--- config.mk ---
export PLATFORM = sky130hd
export DESIGN_NAME = hazard_fwd_unit
export DESIGN_NICKNAME = d
export VERILOG_FILES = /design/src/rtl/hazard_pkg.sv /design/src/rtl/fwd_match.sv /design/src/rtl/hazard_fwd_unit.sv
export SDC_FILE = /design/constraint.sdc
export NUM_CORES = 1
export LEC_CHECK = 0
export ABC_AREA = 1
export CAP_MARGIN = 15
export CORE_MARGIN = 1.5
export CORE_UTILIZATION = 55
export CTS_BUF_LIST = sky130_fd_sc_hd__clkbuf_4 sky130_fd_sc_hd__clkbuf_8 sky130_fd_sc_hd__clkbuf_16
export CTS_CLUSTER_SIZE = 40
export DETAILED_ROUTE_END_ITERATION = 10
export HOLD_SLACK_MARGIN = 0.15
export PLACE_DENSITY = 0.8
export SETUP_SLACK_MARGIN = 0.3
export SLEW_MARGIN = 20
export SYNTH_ARGS = -nofsm -noshare
export SYNTH_HDL_FRONTEND = slang
export SYNTH_HIERARCHICAL = 1
export SYNTH_SLANG_ARGS = --single-unit
--- constraint.sdc ---
create_clock -name clk -period 2.7 [get_ports clk]
set_input_delay 0.27 -clock clk [delete_from_list [all_inputs] [get_ports clk]]
set_output_delay 0.27 -clock clk [all_outputs]
set_load 0.005 [all_outputs]
--- src/rtl/hazard_pkg.sv ---
// Shared definitions for the hazard/forwarding controller.
//   FWD_*      : forward-select encoding returned to the decode operand muxes
//   fsm_state_e: load-use stall FSM states
//   shadow_t   : one in-flight instruction tracked by the shadow pipeline
//   stage_hit  : does a shadow stage supply the register a decode source reads
package hazard_pkg;

   // Widest register address the shadow stages can hold; narrower
   // addresses are zero-extended into it.
   localparam int unsigned SHADOW_AW = 8;

   localparam logic [1:0] FWD_REG = 2'd0;
   localparam logic [1:0] FWD_EX  = 2'd1;
   localparam logic [1:0] FWD_MEM = 2'd2;
   localparam logic [1:0] FWD_WB  = 2'd3;

   typedef enum logic {
      ST_RUN   = 1'b0,
      ST_STALL = 1'b1
   } fsm_state_e;

   typedef struct packed {
      logic                 valid;
      logic                 we;
      logic [SHADOW_AW-1:0] wa;
      logic                 is_load;
   } shadow_t;

   // x0 is hard-wired zero, so a write to it never forwards.
   function automatic logic stage_hit(input shadow_t              st,
                                      input logic [SHADOW_AW-1:0] ra,
                                      input logic                 used);
      return st.valid && st.we && (st.wa != '0) && (st.wa == ra) && used;
   endfunction

endpackage

--- src/rtl/fwd_match.sv ---
// Per-source forwarding comparator over the EX/MEM/WB shadow stages.
//   ex_st/mem_st/wb_st : shadow stage contents (distance 1/2/3 from ID)
//   ra, used           : source register address and read intent
//   sel_c              : forward select, EX > MEM > WB > regfile
//   blocked_c          : chosen stage holds a load whose data is not yet
//                        on a forward path
//   need_c             : stall cycles required while blocked (0 otherwise)
module fwd_match
   import hazard_pkg::*;
#(
   parameter int unsigned REG_AW         = 5,
   parameter int unsigned LOAD_FWD_STAGE = 1
) (
   input  shadow_t           ex_st,
   input  shadow_t           mem_st,
   input  shadow_t           wb_st,
   input  logic [REG_AW-1:0] ra,
   input  logic              used,
   output logic [1:0]        sel_c,
   output logic              blocked_c,
   output logic [1:0]        need_c
);

   shadow_t              stg [3];
   logic [SHADOW_AW-1:0] ra_ext;
   logic                 found;

   // Youngest matching stage wins; a load in a stage closer to ID than the
   // load forward path blocks instead of forwarding.
   always_comb begin
      sel_c     = FWD_REG;
      blocked_c = 1'b0;
      need_c    = 2'd0;
      found     = 1'b0;
      ra_ext    = SHADOW_AW'(ra);
      stg[0]    = ex_st;
      stg[1]    = mem_st;
      stg[2]    = wb_st;
      for (int unsigned i = 0; i < 3; i++) begin
         if (!found && stage_hit(stg[i], ra_ext, used)) begin
            found = 1'b1;
            sel_c = 2'(i + 1);
            // distance = i+1; stall length = LOAD_FWD_STAGE + 1 - distance
            if (stg[i].is_load && (i + 1 <= LOAD_FWD_STAGE)) begin
               blocked_c = 1'b1;
               need_c    = 2'(LOAD_FWD_STAGE - i);
            end
         end
      end
   end

endmodule

--- src/rtl/hazard_fwd_unit.sv ---
// Hazard and forwarding controller for the 5-stage pipeline.
// Tracks in-flight destinations in its own EX/MEM/WB shadow pipeline and
// returns operand forward selects plus load-use stall/bubble controls.
//   clk, rst_n          : clock, async active-low reset
//   id_valid            : decode holds a real instruction
//   id_ra1/id_ra2       : source addresses; id_rs1_used/id_rs2_used read intent
//   id_we/id_wa         : decode destination write
//   id_is_load          : decode instruction is a load
//   flush               : branch mispredict, kill the ID instruction
//   mem_hold            : dmem back-pressure, freeze everything
//   sel_ra1/sel_ra2     : forward selects (0 regfile, 1 EX, 2 MEM, 3 WB)
//   stall_if/stall_id   : hold PC/IF and IF/ID
//   bubble_ex           : inject NOP into ID/EX
// LOAD_FWD_STAGE: 1 = load data first forwards from MEM, 2 = from WB.
// REG_AW must not exceed hazard_pkg::SHADOW_AW.
module hazard_fwd_unit
   import hazard_pkg::*;
#(
   parameter int unsigned LOAD_FWD_STAGE = 1,
   parameter int unsigned REG_AW         = 5
) (
   input  logic              clk,
   input  logic              rst_n,
   input  logic              id_valid,
   input  logic [REG_AW-1:0] id_ra1,
   input  logic [REG_AW-1:0] id_ra2,
   input  logic              id_rs1_used,
   input  logic              id_rs2_used,
   input  logic              id_we,
   input  logic [REG_AW-1:0] id_wa,
   input  logic              id_is_load,
   input  logic              flush,
   input  logic              mem_hold,
   output logic [1:0]        sel_ra1,
   output logic [1:0]        sel_ra2,
   output logic              stall_if,
   output logic              stall_id,
   output logic              bubble_ex
);

   shadow_t    ex_q, mem_q, wb_q;
   shadow_t    ex_d;
   fsm_state_e state_q, state_d;
   logic [1:0] cnt_q, cnt_d;
   logic       flush_pend_q;
   logic       flush_eff_c;

   logic       blk1_c, blk2_c;
   logic [1:0] need1_c, need2_c;
   logic       hazard_c;
   logic [1:0] need_max_c;
   logic       min_stall_c;

   fwd_match #(
      .REG_AW        (REG_AW),
      .LOAD_FWD_STAGE(LOAD_FWD_STAGE)
   ) u_match_rs1 (
      .ex_st    (ex_q),
      .mem_st   (mem_q),
      .wb_st    (wb_q),
      .ra       (id_ra1),
      .used     (id_rs1_used),
      .sel_c    (sel_ra1),
      .blocked_c(blk1_c),
      .need_c   (need1_c)
   );

   fwd_match #(
      .REG_AW        (REG_AW),
      .LOAD_FWD_STAGE(LOAD_FWD_STAGE)
   ) u_match_rs2 (
      .ex_st    (ex_q),
      .mem_st   (mem_q),
      .wb_st    (wb_q),
      .ra       (id_ra2),
      .used     (id_rs2_used),
      .sel_c    (sel_ra2),
      .blocked_c(blk2_c),
      .need_c   (need2_c)
   );

   // Both sources blocked: one stall of the longer length covers both.
   assign hazard_c    = blk1_c | blk2_c;
   assign need_max_c  = (need1_c > need2_c) ? need1_c : need2_c;
   // A flush that arrived under back-pressure takes effect once released.
   assign flush_eff_c = flush | flush_pend_q;

   // Stall FSM: next state and stall/bubble outputs.
   always_comb begin
      state_d     = state_q;
      cnt_d       = cnt_q;
      stall_if    = 1'b0;
      stall_id    = 1'b0;
      bubble_ex   = 1'b0;
      min_stall_c = (state_q == ST_STALL) && (cnt_q != 2'd0);

      if (mem_hold) begin
         // Whole pipeline frozen; nothing may enter EX.
         stall_if = 1'b1;
         stall_id = 1'b1;
      end else if (flush_eff_c) begin
         // Fetch redirect beats any stall; kill the ID instruction.
         bubble_ex = 1'b1;
         state_d   = ST_RUN;
         cnt_d     = 2'd0;
      end else begin
         if (hazard_c || min_stall_c) begin
            stall_if  = 1'b1;
            stall_id  = 1'b1;
            bubble_ex = 1'b1;
         end
         case (state_q)
            ST_RUN: begin
               if (hazard_c) begin
                  state_d = ST_STALL;
                  cnt_d   = need_max_c - 2'd1;
               end
            end
            ST_STALL: begin
               if (cnt_q != 2'd0) begin
                  cnt_d = cnt_q - 2'd1;
               end else if (hazard_c) begin
                  cnt_d = need_max_c - 2'd1;
               end else begin
                  state_d = ST_RUN;
               end
            end
            default: begin
               state_d = ST_RUN;
               cnt_d   = 2'd0;
            end
         endcase
      end
   end

   // FSM state register; holds are encoded in the next-state logic.
   always_ff @(posedge clk or negedge rst_n) begin
      if (!rst_n) begin
         state_q <= ST_RUN;
         cnt_q   <= 2'd0;
      end else begin
         state_q <= state_d;
         cnt_q   <= cnt_d;
      end
   end

   // Entry presented to EX on the next advance.
   always_comb begin
      ex_d = '0;
      if (id_valid && !bubble_ex && !flush_eff_c) begin
         ex_d.valid   = 1'b1;
         ex_d.we      = id_we;
         ex_d.wa      = SHADOW_AW'(id_wa);
         ex_d.is_load = id_is_load;
      end
   end

   // Shadow pipeline advances unless dmem back-pressure freezes it.
   always_ff @(posedge clk or negedge rst_n) begin
      if (!rst_n) begin
         ex_q  <= '0;
         mem_q <= '0;
         wb_q  <= '0;
      end else if (!mem_hold) begin
         ex_q  <= ex_d;
         mem_q <= ex_q;
         wb_q  <= mem_q;
      end
   end

   // Pending flush: captured while held, consumed on the first free cycle.
   always_ff @(posedge clk or negedge rst_n) begin
      if (!rst_n) begin
         flush_pend_q <= 1'b0;
      end else if (mem_hold) begin
         flush_pend_q <= flush_pend_q | flush;
      end else begin
         flush_pend_q <= 1'b0;
      end
   end

endmodule

Word-level counts from Yosys, hierarchy flattened:

Index checks and enable logic that the tools add are counted.

* register bits after elaboration: 35
* latch bits: 0
* bits in writable memories: 0
* ROM bits: 0
* input port bits: 24
* output and inout bits: 7
* logic and storage cells: 93
* memories: 0

* $add $sub $neg: 2
* multiply operators: 0
* div/mod/pow operators: 0
* $lt $le $gt $ge: 1
* equal/unequal tests: 6
* shift operators: 0
* multiplexer cells: 32
* bitwise gates (word level): 3
* reductions and logical operators: 36

Operators by type and width (number)
* 8-bit by 5-bit == test with 1-bit output: 6
* 1-bit logical AND: 25
* 8-bit nonzero test: 3
* 1-bit 2-to-1 mux: 20
* 2-bit 2-to-1 mux: 9
* 11-bit 2-to-1 mux: 1
* 1-bit logical NOT: 6
* 2-bit case mux with 2 select lines: 1
* 2-bit by 1-bit subtractor with 2-bit output, second input constant: 2
* 2-bit greater-than comparator: 1
* 1-bit bitwise OR: 2
* 1-bit case mux with 2 select lines: 1
* 2-bit nonzero test: 1
* 1-bit logical OR: 1
* 1-bit NOT: 1

Depth between registers and ports, before layout:

* word-level depth: 14
* gate-level depth with buffers: 20
* gate-level depth less buffers: 19

Hierarchy:

Netlist, hierarchy kept.

By module, submodules not included
* hazard_fwd_unit: instances 1, cells each 150, area an instance 1326.3 µm²
* fwd_match: instances 2, cells each 101, area an instance 427.9 µm²

Worst setup path after synthesis:

Ideal clock, no wire load.

* path type: register -> register
* start: reg ex_q[5] (netlist bit)
* end: reg cnt_q[0]
* library setup time: 0.116 ns
* arrival: 1.914 ns
* required time: 2.584 ns
* slack: 0.670 ns
* cell stages (with the launch flop): 19
* clock period less this slack: 2.030 ns
* cell sequence: dfrtp_1 > nand2_1 > o21ai_0 > nor2_1 > nand3_1 > nor2_2 > inv_2 > nor2_2 > buf_4 > inv_1 > ha_1 > nand2_1 > nand3_1 > nand3_1 > nand2_1 > nand2_1 > nand2_1 > nand2_1 > nand2_1

* elaborated cells between the ends (all ways): 20
* those cells by class: 1 x add/sub; 1 x order compare; 2 x eq/ne; 9 x mux; 1 x bitwise; 6 x reduce/logical

RTL lines
* start, declared: RTL line hazard_fwd_unit.sv:41 `shadow_t ex_q, mem_q, wb_q;`
* start signal, assigned: RTL line hazard_fwd_unit.sv:161 `ex_q <= '0;`
* start signal, assigned: RTL line hazard_fwd_unit.sv:165 `ex_q <= ex_d;`
* 8-bit nonzero test: RTL line hazard_pkg.sv:33 `return st.valid && st.we && (st.wa != '0) && (st.wa == ra) && used;`
* 1-bit logical AND: RTL line hazard_pkg.sv:33
* 1-bit logical AND * (2 in series): RTL line hazard_pkg.sv:33
* 1-bit 2-to-1 mux *: RTL line fwd_match.sv:40 `if (!found && stage_hit(stg[i], ra_ext, used)) begin`
* net blk1_c: RTL line hazard_fwd_unit.sv:48 `logic blk1_c, blk2_c;`
* 1-bit bitwise OR *: RTL line hazard_fwd_unit.sv:83 `assign hazard_c = blk1_c | blk2_c;`
* 2-bit 2-to-1 mux *: RTL line hazard_fwd_unit.sv:114, hazard_fwd_unit.sv:122
* 2-bit 2-to-1 mux: RTL line hazard_fwd_unit.sv:120 `if (cnt_q != 2'd0) begin`
* 2-bit case mux with 2 select lines *: RTL line hazard_fwd_unit.sv:112 `case (state_q)`
* 2-bit 2-to-1 mux *: RTL line hazard_fwd_unit.sv:101 `end else if (flush_eff_c) begin`
* end signal, assigned: RTL line hazard_fwd_unit.sv:143 `cnt_q <= cnt_d;`
* end, declared: RTL line hazard_fwd_unit.sv:44 `logic [1:0] cnt_q, cnt_d;`

Mark *: on every way through the listed nets, which the timed path passes. The rest lies on a longest branch.
A chain may end at the register's enable or synchronous reset.

Worst setup path after layout:

* start: in id_ra1[0]
* end: reg cnt_q[0]

* elaborated cells between the ends (all ways): 13
* those cells by class: 1 x add/sub; 1 x order compare; 1 x eq/ne; 7 x mux; 1 x bitwise; 2 x reduce/logical

RTL lines
* start, declared: RTL line hazard_fwd_unit.sv:25 `input logic [REG_AW-1:0] id_ra1,`
* 8-bit by 5-bit == test with 1-bit output *: RTL line hazard_pkg.sv:33
* 1-bit logical AND * (2 in series): RTL line hazard_pkg.sv:33
* 1-bit 2-to-1 mux *: RTL line fwd_match.sv:40
* net blk1_c: RTL line hazard_fwd_unit.sv:48
* 1-bit bitwise OR *: RTL line hazard_fwd_unit.sv:83
* 2-bit 2-to-1 mux *: RTL line hazard_fwd_unit.sv:114, hazard_fwd_unit.sv:122
* 2-bit 2-to-1 mux: RTL line hazard_fwd_unit.sv:120
* 2-bit case mux with 2 select lines *: RTL line hazard_fwd_unit.sv:112
* 2-bit 2-to-1 mux *: RTL line hazard_fwd_unit.sv:101

Marked as above.

==> impl_metrics.csv <==
group,metric,value,unit
status,outcome,"finished clean",
setup_path,path_max_fanout,3,
global_routing,grt_overflow,0,
place,portBuffers,30,
sta,rsz0062_at_grt,"yes",
floorplan,io_pins,31,
setup_path,reg2reg_slack,0.43,ns
finish,fin_nets,431,
setup_path,path_buf_inv,4,
drt,firstDrtPassIters,6,
sta,slew_violations,0,
clocking,clkTransAtPathRegs,0.09,ns
flow_run,maxCapViolations,0,
drt,wl_per_cell,11.4,µm
drt,drc,0,
synth,synth_area,2110,µm²
setup_path,setup.worst_path.end_class,"register",
clocking,postCtsHoldBufs,0,
hold_path,worstHoldPathType,"input port to asynchronous set/reset pin",
synth,syn_inst,345,
synth,ys_warn_count,6,
clocking,cts-root-buf,"clkbuf_8",
setup_path,crit_path_frequent_cell,"nand2_1",
setup_path,r2r-end,"cnt_q[0]",
finish,areaGrowthSynthToFinish,28.5,%
sta,fin_worst_skew,0.00541,ns
sta,period_minus_slack,2.30,ns
power,total_power,0.992,mW
global_routing,grt_pass1_vias,2044,
floorplan,dieHeight,65.0,µm
power,leakage,1.43,nW
floorplan,initial_utilization,57.7,%
clocking,cts_max_level,1,
power,ir_drop,0.360,mV
floorplan,fp.coreArea,3660,µm²
sta,max_freq,0.435,GHz
setup_path,reg2reg_from,"ex_q[1]",
sta,fin_setup_tns,0,ns
setup_path,crit_chain,"clkdlybuf4s50_1 -> nand2_1 -> o21ai_0 -> nor2_1 -> nand3_1 -> nor2_2 -> inv_2 -> nor2_4 -> buf_6 -> inv_2 -> ha_4 -> o21ai_2 -> nand3_2 -> nand3_1 -> nand2_1 -> nand2_1 -> nand2_1 -> nand2_1 -> nand2_1",
place,place_inst,442,
global_routing,grt_usage,26.0,%
sta,fin_crit_sh,85.2,%
finish,fillCellCount,295,
setup_path,max_stage_delay,0.46,ns
sta,hold_viol_final,0,
global_routing,antenna_found_initial,0,
drt,drt_iter0_drc,138,
clocking,cts_sinks,26,
drt,vias_per_cell,4.84,
setup_path,cpLargestDelayFamily,"simple AND/OR/NAND/NOR gates",
drt,routed_wl,5150,µm
drt,antenna_left,0,
power,powerDensity,366,nW/µm²
setup_path,reg2regPathDepth,19,
floorplan,die_area,4220,µm²
clocking,cts_buffers,3,
place,dp_hpwl,3880,µm
finish,drive_above_1_share,18.1,%
finish,antennaDiodeCount,0,
clocking,cts_tree,"built",
synth,avgSynthCellArea,6.12,µm²
setup_path,crit_type,"input port to register",
drt,via_count,2185,
finish,final_cells,451,
sta,setup-violations-final,0,
global_routing,grt_max_degree,27,
setup_path,cp.required,2.88,ns
setup_path,critPathLaunchType,"input port",
floorplan,dieWidth,65.0,µm
global_routing,grt_pass1_wl,8600,µm
clocking,clk_path_buf_depth,2,
setup_path,cp_slowest_cell,"clkdlybuf4s50_1",
floorplan,num_rows,22,
setup_path,crit_arrival,2.48,ns
place,globalplace.congestion,0.962,
clocking,clk_latency,0.28,ns
## worst max path at each step
stage,from,end,slack (ns),depth (start not counted)
3_5_place_dp,id_rs2_used,stall_id,0.02,14
5_1_grt,id_ra1[2],cnt_q[0],0.23,18
4_1_cts,id_ra1[3],stall_id,0.07,14
2_1_floorplan,ex_q[5],cnt_q[0],0.67,18
3_3_place_gp,id_rs2_used,stall_if,0.06,14
6_report,id_ra1[0],cnt_q[0],0.40,19
## stage by stage
stage / hold WS [ns] / setup WS [ns] / util, % / cell area [µm²]
final: 0.353 / 0.400 / 74.1 / 2710
after global routing: 0.382 / 0.226 / 74.1 / 2710
after CTS: 0.366 / 0.0725 / 72.0 / 2640
after detailed placement: 0.502 / 0.0246 / 69.7 / 2550
after global placement: 0.488 / 0.0582 / 69.7 / 2550
after floorplan: -0.0256 / 0.670 / - / 2180
## worst register-to-register path: stages, from the launching register on
cell and delay (ns):
dfrtp_1 0.39, inv_1 0.08, nand2_1 0.05, o21ai_0 0.08, nor2_1 0.12, nand3_1 0.09, nor2_2 0.16, inv_2 0.07
nor2_4 0.17, buf_6 0.12, inv_2 0.04, ha_4 0.14, o21ai_2 0.18, nand3_2 0.12, nand3_1 0.12, nand2_1 0.05
nand2_1 0.06, nand2_1 0.05, nand2_1 0.05, nand2_1 0.05
## power breakdown
part           leakage, nW  switching [mW]  internal [mW]
Clock               0.0357           0.124          0.199
Sequential           0.346          0.0343          0.413
Combinational         1.04           0.126         0.0970
## repair_timing
item / in CTS / in global routing
gates resized for setup: 6 / 21
buffers inserted: 1 / 4
gates cloned: 0 / 0
setup endpoints to repair: 3 / 7
pin swaps: 0 / 8
## state kept, by name, indices dropped and copies added (netlist names)
register      count
cnt_q             2
wb_q              7
mem_q             7
ex_q              8
flush_pend_q      1
state_q           1
## area by class of cell
type	count	area, µm²	area share (%)
multi-input combinational	257	1230	45.2
sequential	26	656	24.2
clock inverter	1	30.0	1.11
inverter	70	268	9.87
tap	48	60.1	2.21
timing repair buffer	46	433	16.0
clock buffer	3	41.3	1.52
## cell usage in the layout, fill, tap and decap left out, types with 3 or more instances in the layout
cell type	count
nand2_1	125
nor2_2	6
nor2_1	33
inv_2	11
conb_1	20
dlygate4sd2_1	3
clkdlybuf4s50_1	19
nand4_1	4
o21ai_0	16
nand2_2	10
clkbuf_8	3
nand3_1	9
nand3_2	4
buf_4	15
o21ai_2	9
dfrtp_1	22
xnor2_1	4
dlymetal6s2s_1	7
dfrtp_2	4
nor2_4	5
a21oi_1	7
inv_1	55
## per-layer routing
layer  track usage [%]  share of wire [%]
met1              31.2                 41
met2              48.1                 50
met3              1.74                5.8
met4              10.1                2.8
met5                 0                  0
(Power assumes the default switching activity.)
==> RTL change 1: new RTL, config.mk and constraints unchanged <==
`REG_AW` is set to 5 in 2 places; all go to 4.
--- a/src/rtl/fwd_match.sv
+++ b/src/rtl/fwd_match.sv
@@ -9,5 +9,5 @@
    import hazard_pkg::*;
 #(
-   parameter int unsigned REG_AW         = 5,
+   parameter int unsigned REG_AW         = 4,
    parameter int unsigned LOAD_FWD_STAGE = 1
 ) (
--- a/src/rtl/hazard_fwd_unit.sv
+++ b/src/rtl/hazard_fwd_unit.sv
@@ -18,5 +18,5 @@
 #(
    parameter int unsigned LOAD_FWD_STAGE = 1,
-   parameter int unsigned REG_AW         = 5
+   parameter int unsigned REG_AW         = 4
 ) (
    input  logic              clk,
Ports: changed (resized id_ra1, id_ra2 and id_wa); port bits go from 31 to 28. No check against the original RTL was run, so the function may have changed too.
==> RTL change 1 against the original RTL <==
- final area down 12%
- sequential cell count shrank 3
- worst setup slack worse by 0.032 ns
- area after synthesis shrank 9.2%
- sequential share of layout area is 0.058 points lower
- register-to-register slack better by 0.06 ns
- combinational power shrank 13%
- count of clock-buffer cells in the layout unchanged
- core utilization down 2.2 points
- first-iteration DRC count fell by 12%
- power down 24%
- wire length down 22%
- via count decreased by 14%
==> RTL change 1: results (changes against the original RTL) <==
Status: finished, final reports clean
Initial antenna violation count: 0 (unchanged)
Clk slew on worst S/H paths: 0.14 ns (+0.05 ns)
Fin cells: 410 (-9.1%)
Leak: 0.00126 uW (-12%)
Worst hold path class: primary input to asynchronous set/reset pin
Wire length of the first global-routing pass: 6.40 mm (-26%)
Worst-path fanout max: 4 (+1)
Yosys warns: 6 (unchanged)
DR vias/cell: 4.56 (-5.9%)
Avg Cell Area, Syn: 6.17 um^2 (+0.75%)
Crit path launch: id_ra2[3]
Placed inst area: 2320 um^2 (-9.1%)
Placer congestion estimate: 0.823 (-14%)
Layout cells sized above 1: 11.8% (-6.3 points)
Crit-path slowest cell: clkdlybuf4s50_1
Vias in the first global route: 1569 (-23%)
GR Util All Layers: 22.5% (-3.5 points)
Clock Skews: 0.00675 ns (+0.00135 ns)
Largest net degree at the start of global routing: 24 (-11%)
CP arrival: 2.06 ns (-0.42 ns)
CTS buffer count: 3 (unchanged)
PortBufs: 27 (-10%)
DP Worst Slack: 0.0418 ns (+0.0172 ns)
Pre-antenna DRT Iters: 4 (-2)
Largest registers: ex_q x7, mem_q x6, wb_q x6
Worst R2R Start: ex_q[1]$_DFFE_PN0N_
DR WL/cell: 9.83 um (-14%)
Net Sw Frac: 32.8% (+4.2 points)
VDD IR-drop max: 301 uV (-16%)
N_diodes: 0 (unchanged)
Crit-path max cell delay: 0.52 ns (+0.06 ns)
H-tree depth: 1 (unchanged)
Final nets: 389 (-9.7%)
Top delay family on crit path: buffers and inverters
Placed cell count: 404 (-8.6%)
Dpl hpwl: 3.14 mm (-19%)
Starting DRT DRC Count: 122 (-12%)
Clock Latency Late Sink: 0.32 ns (+0.04 ns)
Root Buffer: clkbuf_4
Clk buf depth: 2 (unchanged)
==> RTL change 1: cell types whose count changed in the layout (fill, tap and decap cells not counted), sizes merged, moves of 4 or more <==
cell	unedited run	this run
nand3	13	7
conb	20	26
dlymetal6s2s	7	1
nand2	135	123
inv	68	64
xnor2	4	8
o21ai	26	13
buf	16	8
a21oi	7	1
o22ai	0	6
==> RTL change 1: power groups by stage <==
stage	registers [uW]	clock network [uW]	logic [uW]
global route	396	189	222
floorplan	391	0	126
CTS	392	177	190
global placement	398	0	187
detailed placement	398	0	191
finish	393	172	194
==> RTL change 1: layout make-up <==
cell class	count	area, um^2
well taps	46	57.6
clock inverters	1	7.51
flip-flops and latches	23	578
multi-input cells	238	1160
clock buffers	3	22.5
fillers	287	938
inverters	64	243
repair buffers	35	329
==> RTL change 1: path summary, 6_finish.rpt <==
check	end	slack, ns	depth (start not counted)
worst max register to register	cnt_q[0]$_DFFE_PN0N_	0.49	17
worst min register to register	wb_q[9]$_DFFE_PN0N_	0.53	2
min in group clk	ex_q[1]$_DFFE_PN0N_	0.48	3
worst max-delay path	stall_id	0.37	12
worst min-delay path	wb_q[2]$_DFFE_PN0N_	0.28	2
max in group asynchronous	ex_q[2]$_DFFE_PN0N_	2.16	2
==> RTL change 1: routing by layer <==
metal | up-vias | global-route usage [%] | part of all wire [%]
met5 | - | 0 | 0
met4 | 0 | 4.56 | 1.4
met3 | 6 | 2.48 | 4.8
met2 | 55 | 41.8 | 49
met1 | 820 | 27.9 | 45
li1 | 989 | - | -
==> RTL change 1: repair_timing <==
item / CTS / global route
resized for setup: 6 / 12
pin swaps: 2 / 7
setup buffers: 0 / 2
setup endpoints to repair: 3 / 5
==> RTL change 2: new RTL, same flow settings <==
Made on the original files. Make the reset (`rst_n`) synchronous in 3 clocked blocks. Comments in the files are not updated.
--- a/src/rtl/hazard_fwd_unit.sv
+++ b/src/rtl/hazard_fwd_unit.sv
@@ -135,5 +135,5 @@
 
    // FSM state register; holds are encoded in the next-state logic.
-   always_ff @(posedge clk or negedge rst_n) begin
+   always_ff @(posedge clk) begin
       if (!rst_n) begin
          state_q <= ST_RUN;
@@ -157,5 +157,5 @@
 
    // Shadow pipeline advances unless dmem back-pressure freezes it.
-   always_ff @(posedge clk or negedge rst_n) begin
+   always_ff @(posedge clk) begin
       if (!rst_n) begin
          ex_q  <= '0;
@@ -170,5 +170,5 @@
 
    // Pending flush: captured while held, consumed on the first free cycle.
-   always_ff @(posedge clk or negedge rst_n) begin
+   always_ff @(posedge clk) begin
       if (!rst_n) begin
          flush_pend_q <= 1'b0;
Check against the original RTL: differs if rst_n is asserted again (counterexample within 4 cycles, from zero or initial values and one cycle with rst_n low); with rst_n held inactive, the same outputs for 4 cycles.
==> RTL change 2 against the original RTL <==
- wire length decreased by 12%
- final area decreased by 7.1%
- synthesized cell count decreased by 0.87%
- fmax increased by 1.0%
- power decreased by 25%
- combinational power decreased by 34%
- sequential cell count unchanged
- critical path type is now primary input to primary output
- core utilization increased by 0.83 points
- largest cell class unchanged
- first-iteration DRC count decreased by 30%
- area after synthesis decreased by 8.4%
- die area decreased by 8.0%
- worst setup slack improved by 0.023 ns
- count of clock-buffer cells in the layout increased by 1
- critical endpoint is now sel_ra1[1]
==> RTL change 2: results (changes against the original RTL) <==
Status: finished, final reports clean
Fin cells: 450 (-0.22%)
Post-Synthesis Cells: 342 (-0.87%)
Placed cell count: 444 (+0.45%)
Final nets: 432 (+0.23%)
Crit path launch: id_ra1[4]
Worst R2R Start: ex_q[10]$_SDFFE_PN0N_
Layout cells sized above 1: 17.6% (-0.54 points)
Dpl hpwl: 3.68 mm (-5.2%)
GR Util All Layers: 24.5% (-1.5 points)
Placer congestion estimate: 0.866 (-10%)
Root Buffer: clkbuf_4
Vias in the first global route: 1861 (-9.0%)
DR vias/cell: 4.67 (-3.5%)
Worst-path fanout max: 5 (+2)
Placed inst area: 2430 um^2 (-4.8%)
FF-to-FF End: cnt_q[1]$_SDFFE_PN0N_
Leak: 0.00116 uW (-19%)
Clock Skews: 0.00215 ns (-0.00325 ns)
Largest net degree at the start of global routing: 18 (-33%)
Critical path class: primary input to primary output
VDD IR-drop max: 430 uV (+20%)
Worst hold path class: primary input to register
Reg2Reg Setup Slack: 0.50 ns (+0.07 ns)
Wire length of the first global-routing pass: 7.73 mm (-10%)
RTL change 2: changes by cell type in the layout (fill, tap and decap cells not counted), moves of 6 or more:
| cell | before | now |
|---|---|---|
| dfrtp_1 | 22 | 0 |
| dfxtp_1 | 0 | 18 |
| dfxtp_2 | 0 | 8 |
| inv_1 | 55 | 65 |
| nand2_1 | 125 | 111 |
| nand2_2 | 10 | 4 |
| o21ai_1 | 1 | 9 |
| o21ai_2 | 9 | 3 |
| o22ai_1 | 0 | 7 |
RTL change 2: report_power, final:
group          internal (uW)  leakage, uW  switching (uW)
sequential               390     0.000214            8.56
combinational           72.5     0.000925            75.5
clock                   82.6    0.0000210             112
RTL change 2: timing repair:
| action | 4_1_cts | 5_1_grt |
|---|---|---|
| hold buffers | 0 | 0 |
| resized for setup | 11 | 23 |
| setup buffers | 0 | 2 |
| pin swaps | 1 | 6 |
| setup endpoints to repair | 3 | 7 |
RTL change 2: stage by stage:
step	power, uW	setup slack, ns
after floorplan	480	0.731
after global placement	548	0.00868
after detailed placement	549	0.000482
after CTS	735	0.296
after global routing	780	0.254
final	741	0.423
RTL change 2: worst max-delay path: stages:
cell             delay, ns
clkdlybuf4s50_1       0.47
inv_2                 0.04
buf_4                 0.14
nand2_1               0.05
o21ai_0               0.07
nor2_1                0.17
nand3_2               0.10
a21oi_1               0.17
clkdlybuf4s50_1       0.52
RTL change 2: final cells by class:
class | instances | area (um^2)
Multi-Input combinational cell | 245 | 1170
Fill cell | 317 | 842
Sequential cell | 26 | 531
Timing Repair Buffer | 48 | 423
Inverter | 81 | 305
Tap cell | 46 | 57.6
Clock buffer | 4 | 36.3
RTL change 2: metal layers:
layer  vias to the layer above  share of wire, %  track usage [%]  routed length (um)
li1                       1132                 -                -                   -
met1                       918                47             31.1                2120
met2                        44                47             42.9                2130
met3                         9               3.8             1.63                 172
met4                         0               2.4             10.6                 110
met5                         -                 0                0                   0
RTL change 2: worst min path at each step:
stage,from,endpoint,slack [ns]
CTS,id_wa[1],ex_q[2]$_SDFFE_PN0N_,0.47
global route,id_wa[1],ex_q[2]$_SDFFE_PN0N_,0.48
global placement,cnt_q[0]$_SDFFE_PN0N_,cnt_q[0]$_SDFFE_PN0N_,0.47
detailed placement,cnt_q[0]$_SDFFE_PN0N_,cnt_q[0]$_SDFFE_PN0N_,0.47
finish,id_wa[2],ex_q[3]$_SDFFE_PN0N_,0.48
floorplan,mem_hold,state_q$_SDFFE_PN0N_,0.35
